<file path="src/rtl/time_param_writer.sv">
// rtl/time_param_writer.sv - programs one timing parameter into the parameter store with write/verify/retry
//
// Captures a (selector, value) pair on a rising edge of reprogram, writes it to the
// parameter store, reads it back and retries a bounded number of times on mismatch.
// A captured value of zero is replaced by the per-parameter default.
//
// Ports:
//   clock          in   system clock, rising edge
//   reset          in   asynchronous active-low reset
//   reprogram      in   debounced reprogram request (level)
//   time_param_sel in   [1:0] parameter to program
//   time_value     in   [3:0] value to program, seconds (0 = use default)
//   rd_value       in   [3:0] combinational store readback at address wr_sel
//   wr_en          out  one-cycle write strobe to the store
//   wr_sel         out  [1:0] write address, held from WRITE through DONE
//   wr_value       out  [3:0] write data, held from WRITE through DONE
//   busy           out  high in WRITE and VERIFY
//   done           out  one-cycle pulse on a verified write
//   error          out  sticky failure flag, cleared by the next accepted request
//   write_count    out  [3:0] count of verified writes, wraps 15 -> 0

module time_param_writer #(
    parameter int MAX_RETRY  = 2,
    parameter int DEF_ARM    = 6,
    parameter int DEF_DRIVER = 8,
    parameter int DEF_PASS   = 15,
    parameter int DEF_ALARM  = 10
) (
    input  logic       clock,
    input  logic       reset,
    input  logic       reprogram,
    input  logic [1:0] time_param_sel,
    input  logic [3:0] time_value,
    input  logic [3:0] rd_value,
    output logic       wr_en,
    output logic [1:0] wr_sel,
    output logic [3:0] wr_value,
    output logic       busy,
    output logic       done,
    output logic       error,
    output logic [3:0] write_count
);

    localparam logic [3:0] RETRY_MAX  = 4'(MAX_RETRY);
    localparam logic [3:0] DEF_ARM_V  = 4'(DEF_ARM);
    localparam logic [3:0] DEF_DRV_V  = 4'(DEF_DRIVER);
    localparam logic [3:0] DEF_PASS_V = 4'(DEF_PASS);
    localparam logic [3:0] DEF_ALM_V  = 4'(DEF_ALARM);

    typedef enum logic [2:0] {
        S_IDLE   = 3'd0,
        S_WRITE  = 3'd1,
        S_VERIFY = 3'd2,
        S_DONE   = 3'd3,
        S_ERR    = 3'd4
    } state_t;

    state_t     state, state_nxt;
    logic       reprogram_q;
    logic       armed;
    logic [3:0] retry_cnt, retry_nxt;

    logic       wr_en_nxt, busy_nxt, done_nxt, error_nxt;
    logic [1:0] wr_sel_nxt;
    logic [3:0] wr_value_nxt, count_nxt;
    logic [3:0] capture_value;
    logic       rise;

    // armed stays low for the first cycle after reset release so that a request
    // already held high at release is seen as a level, not as a new edge.
    assign rise = reprogram & ~reprogram_q & armed;

    always_comb begin
        capture_value = time_value;
        if (time_value == 4'd0) begin
            case (time_param_sel)
                2'b00:   capture_value = DEF_ARM_V;
                2'b01:   capture_value = DEF_DRV_V;
                2'b10:   capture_value = DEF_PASS_V;
                default: capture_value = DEF_ALM_V;
            endcase
        end
    end

    always_comb begin
        state_nxt    = state;
        wr_en_nxt    = 1'b0;
        busy_nxt     = 1'b0;
        done_nxt     = 1'b0;
        error_nxt    = error;
        wr_sel_nxt   = wr_sel;
        wr_value_nxt = wr_value;
        count_nxt    = write_count;
        retry_nxt    = retry_cnt;

        case (state)
            S_IDLE, S_ERR: begin
                if (rise) begin
                    wr_sel_nxt   = time_param_sel;
                    wr_value_nxt = capture_value;
                    retry_nxt    = 4'd0;
                    error_nxt    = 1'b0;
                    state_nxt    = S_WRITE;
                    wr_en_nxt    = 1'b1;
                    busy_nxt     = 1'b1;
                end
            end
            S_WRITE: begin
                state_nxt = S_VERIFY;
                busy_nxt  = 1'b1;
            end
            S_VERIFY: begin
                if (rd_value == wr_value) begin
                    state_nxt = S_DONE;
                    done_nxt  = 1'b1;
                    count_nxt = write_count + 4'd1;
                end else if (retry_cnt < RETRY_MAX) begin
                    retry_nxt = retry_cnt + 4'd1;
                    state_nxt = S_WRITE;
                    wr_en_nxt = 1'b1;
                    busy_nxt  = 1'b1;
                end else begin
                    state_nxt = S_ERR;
                    error_nxt = 1'b1;
                end
            end
            S_DONE: begin
                state_nxt = S_IDLE;
            end
            default: begin
                state_nxt = S_IDLE;
            end
        endcase
    end

    // Outputs are registered copies of the next-state decode, so each strobe
    // appears in the cycle of the state it belongs to.
    always_ff @(posedge clock or negedge reset) begin
        if (!reset) begin
            state       <= S_IDLE;
            reprogram_q <= 1'b0;
            armed       <= 1'b0;
            retry_cnt   <= 4'd0;
            wr_en       <= 1'b0;
            wr_sel      <= 2'd0;
            wr_value    <= 4'd0;
            busy        <= 1'b0;
            done        <= 1'b0;
            error       <= 1'b0;
            write_count <= 4'd0;
        end else begin
            state       <= state_nxt;
            reprogram_q <= reprogram;
            armed       <= 1'b1;
            retry_cnt   <= retry_nxt;
            wr_en       <= wr_en_nxt;
            wr_sel      <= wr_sel_nxt;
            wr_value    <= wr_value_nxt;
            busy        <= busy_nxt;
            done        <= done_nxt;
            error       <= error_nxt;
            write_count <= count_nxt;
        end
    end

endmodule

</file>
<file path="config.mk">
export PLATFORM = sky130hd
export DESIGN_NAME = time_param_writer
export DESIGN_NICKNAME = d
export VERILOG_FILES = /design/src/rtl/time_param_writer.sv
export SDC_FILE = /design/constraint.sdc
export NUM_CORES = 1
export LEC_CHECK = 0
export ABC_AREA = 1
export BUFFER_PORTS_ARGS = -buffer_cell sky130_fd_sc_hd__buf_2
export CAP_MARGIN = 20
export CORE_AREA = 2 2 53 55
export CTS_BUF_LIST = sky130_fd_sc_hd__clkbuf_2
export CTS_CLUSTER_DIAMETER = 40
export DETAILED_ROUTE_END_ITERATION = 16
export DIE_AREA = 0 0 55 57
export PLACE_DENSITY = 0.71
export SETUP_SLACK_MARGIN = 0.15
export SLEW_MARGIN = 20
export SYNTH_ARGS = -nofsm -noshare
export SYNTH_HDL_FRONTEND = slang
export SYNTH_SLANG_ARGS = --single-unit
</file>
<file path="constraint.sdc">
create_clock -name clock -period 1.2 [get_ports clock]
set_input_delay 0.36 -clock clock [delete_from_list [all_inputs] [get_ports clock]]
set_output_delay 0.36 -clock clock [all_outputs]
set_load 0.02 [all_outputs]
</file>
After elaboration in Yosys (flattened, before gate mapping)

Index checks and enable logic that the tools add are counted.

Register bits after elaboration: 23
Word-level logic and storage cells: 57
Output and inout port bits: 14
Bits of input ports: 13

Reduce and logical (&&, ||, !) cells: 9
Magnitude comparators: 1
$add $sub $neg: 2
Muxes and demuxes: 21
Bitwise logic cells: 3
Equality and inequality tests: 10

Operators by type and width:

| kind                                                        | count |
|---|---|
| 2-to-1 mux 4 bit                                            | 4 |
| one-hot mux 4 bit (3 select lines)                          | 1 |
| 2-to-1 mux 3 bit                                            | 3 |
| one-hot mux 3 bit (3 select lines)                          | 1 |
| adder 4 x 1 -> 4 bit (second input constant)                | 2 |
| 2-to-1 mux 1 bit                                            | 8 |
| != test 2 bit (second input constant)                       | 4 |
| one-hot mux 4 bit (2 select lines)                          | 1 |
| AND reduction 4 bit                                         | 2 |
| equality test 4 bit                                         | 1 |
| logical NOT 4 bit                                           | 1 |
| less-than comparator 4 x 2 -> 1 bit (second input constant) | 1 |
| one-hot mux 1 bit (2 select lines)                          | 2 |
| AND reduction 2 bit                                         | 2 |
| equality test 3 x 1 -> 1 bit (second input constant)        | 1 |
| equality test 3 x 2 -> 1 bit (second input constant)        | 1 |
| equality test 3 bit (second input constant)                 | 1 |
| logical NOT 3 bit                                           | 1 |
| one-hot mux 1 bit (3 select lines)                          | 1 |
| bitwise AND 1 bit                                           | 2 |
| equality test 2 x 1 -> 1 bit (second input constant)        | 1 |
| equality test 2 bit (second input constant)                 | 1 |
| logical NOT 2 bit                                           | 1 |
| nonzero test 2 bit                                          | 1 |
| other kinds (2)                                             | 2 |

Logic depth before layout (Yosys ltp)

Depth in word-level cells: 5
Depth in mapped cells: 8

Worst setup path after synthesis

Ideal clock, no wire load.

Path type: register to register
Start point: reg wr_value[0]
End point: reg busy
Setup time: 0.125 ns
Clock period less this slack: 1.149 ns
Required time: 1.075 ns
Setup slack: 0.051 ns
Stages on the path, launching flop included: 8
Data arrival time: 1.023 ns
Path buffers: 0
Cell sequence: dfrtp_1 inv_1 nand2_1 nand2_2 nor2_4 nand2_2 nand2_4 nand3_1

Longest elaborated chain between the ends: 3

RTL lines:

| what                               | line | source |
|---|---|---|
| from (decl)                        | 37   | `output logic [3:0] wr_value,` |
| from (signal assigned)             | 158  | `wr_value <= wr_value_nxt;` |
| equality test 4 bit                | 113  | `if (rd_value == wr_value) begin` |
| 2-to-1 mux 1 bit                   | 113  |  |
| one-hot mux 1 bit (3 select lines) | 96   | `case (state)` |
| named net busy_nxt                 | 63   | `logic wr_en_nxt, busy_nxt, done_nxt, error_nxt;` |
| to (signal assigned)               | 159  | `busy <= busy_nxt;` |
| to (decl)                          | 38   | `output logic busy,` |

The timed path passes the listed nets, and every way through them passes these cells.
A chain may end at the register's enable or synchronous reset.

Final worst setup path

Start point: reg wr_value[3]
End point: out wr_value[3]

No word-level cell between the ends.

==> impl_results.md <==
- IO buf count: 26
- DRC: 0
- Setup violators final: 22
- Core area: 0.00262 mm^2
- Initial antenna violation count: 0
- CP startpoint kind: flop
- Largest delay share family, worst path: flip-flops
- Hold Violations, Final: 0
- DP HPWL: roughly 1600 um
- Status: finished with violations
- Clk slew on worst S/H paths: 0.19 ns
- Post-Place Cells: 180
- DRT iter0 DRCs: 4
- Top-count cell post-synth: nand2_1
- CTS tree: done
- Longest Clk Path Bufs: 2
- Leakage: approximately 0.85 nW
- Clock latency on the worst-skew pair: around 0.32 ns
- Crit path max fanout: 3
- Slew @ Worst Pin: slightly above 0.5 ns
- RSZ-0062 raised after global routing: true
- Sink Count: 23
- Peak VDD IR: about 1.3 mV
- Commonest cells in the netlist: nand2_1, dfrtp_1, inv_1, nor2_1, nand3_1
- Antenna cells: 0
- Syn_area_per_cell: 8.99 um^2
- Slew margin rel.: about 66%
- Failing checks: negative setup slack
- Pre-CTS WS: -0.0116 ns
- CP endpoint kind: primary output
- Max-slew violation count: 0
- Share of cells above drive strength 1: a little under three fifths
- Vias in the first global route: 1,004
- Die height: 57 um
- Register bit total from synthesis: 23
- Number of CTS-inserted buffers: 3
- GPL Wtd Cong: between 0.8 and 0.9
- Crit-path cells: buf_6
- Fin cells: 202
- Crit path required time: around 0.84 ns
- Max incr delay on CP: between 0.4 and 0.5 ns
- Global route overflow: 0
- Yosys Warn Count: 0
- Area delta synth->final: 52.1%
- Top-area cell type share of the netlist area: approximately half
- Largest net degree at the start of global routing: 24
- # rows: 19
- Slowest cell on crit path: dfrtp_2
- First-pass DRT Iterations: 4
- Crit path buffers/inverters: 1
- WS Path Type: reg -> out
- Die ar.: 0.00314 mm^2
- Post-Synthesis Cells: around 120
- Post-Syn Nets: 139
- All-Layer GR Usage: between 10% and 20%
- Initial core utilization: between 40% and 50%
- Worst Setup Slack, final: -0.0816 ns
- Via density: 4.89
- Setup Skew: 0.0108 ns
- Primary FF master, synth: dfrtp_1
- First-pass GRT wire length: 4260 um
- Worst Path Arrival: 0.92 ns
- DRT antenna net count: 0
- Async set-or-reset flop fraction in the synthesized netlist: 100%
- Nets: roughly 190
- Post-Syn Area: approximately 0.0011 mm^2
- Ranking of synthesized cells by area: dfrtp_1, nand2_1, nor2_4
- Worst hold path type: in -> reg
- Via count: between 900 and 1,000
- Number of max-cap violations: 0
- WL per Instance: approximately 13 um
- Min Tclk post-route: roughly 1.3 ns
- Largest area contributor in the netlist: dfrtp_1
- Sequential share of the synthesized area: about half
- FMAX: roughly 800 MHz
- Power density over the cells: 2280 mW/mm^2
- Final period utilization: 107%
- Die X: between 50 and 60 um
- Total I/O pin count: 27
- Clk root buf: clkbuf_2
- Post-synth EDFFs: 0
- Total wire length: 2630 um
- Synth cell types: 22
- H-tree levels: 1
## power by group
group | switching [mW] | internal, mW
clock | 0.219 | 0.0882
sequential | 0.233 | 1.06
combinational | 1.18 | 1.09
## kinds of logic after synthesis
family	after synthesis	share of synthesized area, %
XOR/XNOR	2	1.57
other	1	0.336
AO/OA/AOI/OAI	9	5.39
adder cells (fa/ha/maj)	2	2.24
buffers and inverters	17	6.40
flip-flops	23	51.6
AND/OR/NAND/NOR	70	32.4
## sequential cells by signal (all words and copies together) (netlist names)
signal	flops
state	3
wr_sel	2
write_count	4
wr_value	4
reprogram_q	1
retry_cnt	4
busy	1
done	1
armed	1
wr_en	1
error	1
## cells in the final DEF (no fill, tap or decap)
cell type	n
a21oi_2	1
a22oi_2	3
buf_2	12
buf_4	13
buf_6	17
clkbuf_2	4
conb_1	1
dfrtp_1	19
dfrtp_2	4
dlygate4sd3_1	1
ha_1	2
inv_1	8
inv_2	5
inv_4	3
nand2_1	25
nand2_2	12
nand2_4	5
nand2_8	2
nand3_1	3
nand3_2	4
nand3_4	2
nand3b_1	2
nor2_1	5
nor2_2	2
nor2_4	8
o211ai_1	3
o21ai_1	1
o21ai_2	1
or3b_1	1
xnor2_1	2
## area by class of cell
class	instances	area, um^2
inverters	16	67.6
well taps	31	38.8
clock buffers	4	20.0
multi-input cells	85	629
flip-flops and latches	23	581
repair buffers	43	359
fillers	205	920
## metal layers
layer	part of all wire (%)	global-route usage (%)	vias up
met5	0	0	-
met2	54	31.1	24
met3	3.4	3.93	8
li1	-	-	487
met4	2.5	6.27	0
met1	40	22.8	468
## path summary, 6_finish.rpt
path	from	to	slack, ns	depth (start not counted)
max	wr_value[3]	wr_value[3]	-0.08	1
min	reprogram	reprogram_q	0.15	1
max reg2reg	wr_value[3]	write_count[1]	-0.06	9
min reg2reg	retry_cnt[3]	retry_cnt[3]	0.54	2
max in group asynchronous	reset	wr_value[3]	0.32	2
min in group asynchronous	reset	wr_en	0.50	2
## repair_timing
item / CTS / global route
buffers inserted: 10 / 6
pin swaps: 19 / 11
hold endpoints to repair: 23 / 0
resized for setup: 48 / 23
gates cloned: 1 / 0
hold buffers: 1 / 0
setup endpoints to repair: 33 / 35
## stage by stage
step	total power [mW]	TNS, ns	utilization, %	cell area [um^2]	hold slack (ns)
after floorplan	2.25	0	-	1130	0.0644
after global placement	2.57	0	49.3	1290	0.360
after detailed placement	2.62	-0.0116	49.3	1290	0.363
after CTS	3.53	-1.21	60.0	1570	0.133
after global routing	4.15	-2.99	64.8	1700	0.115
final	3.87	-1.00	64.8	1700	0.152
(Power assumes the default switching activity.)
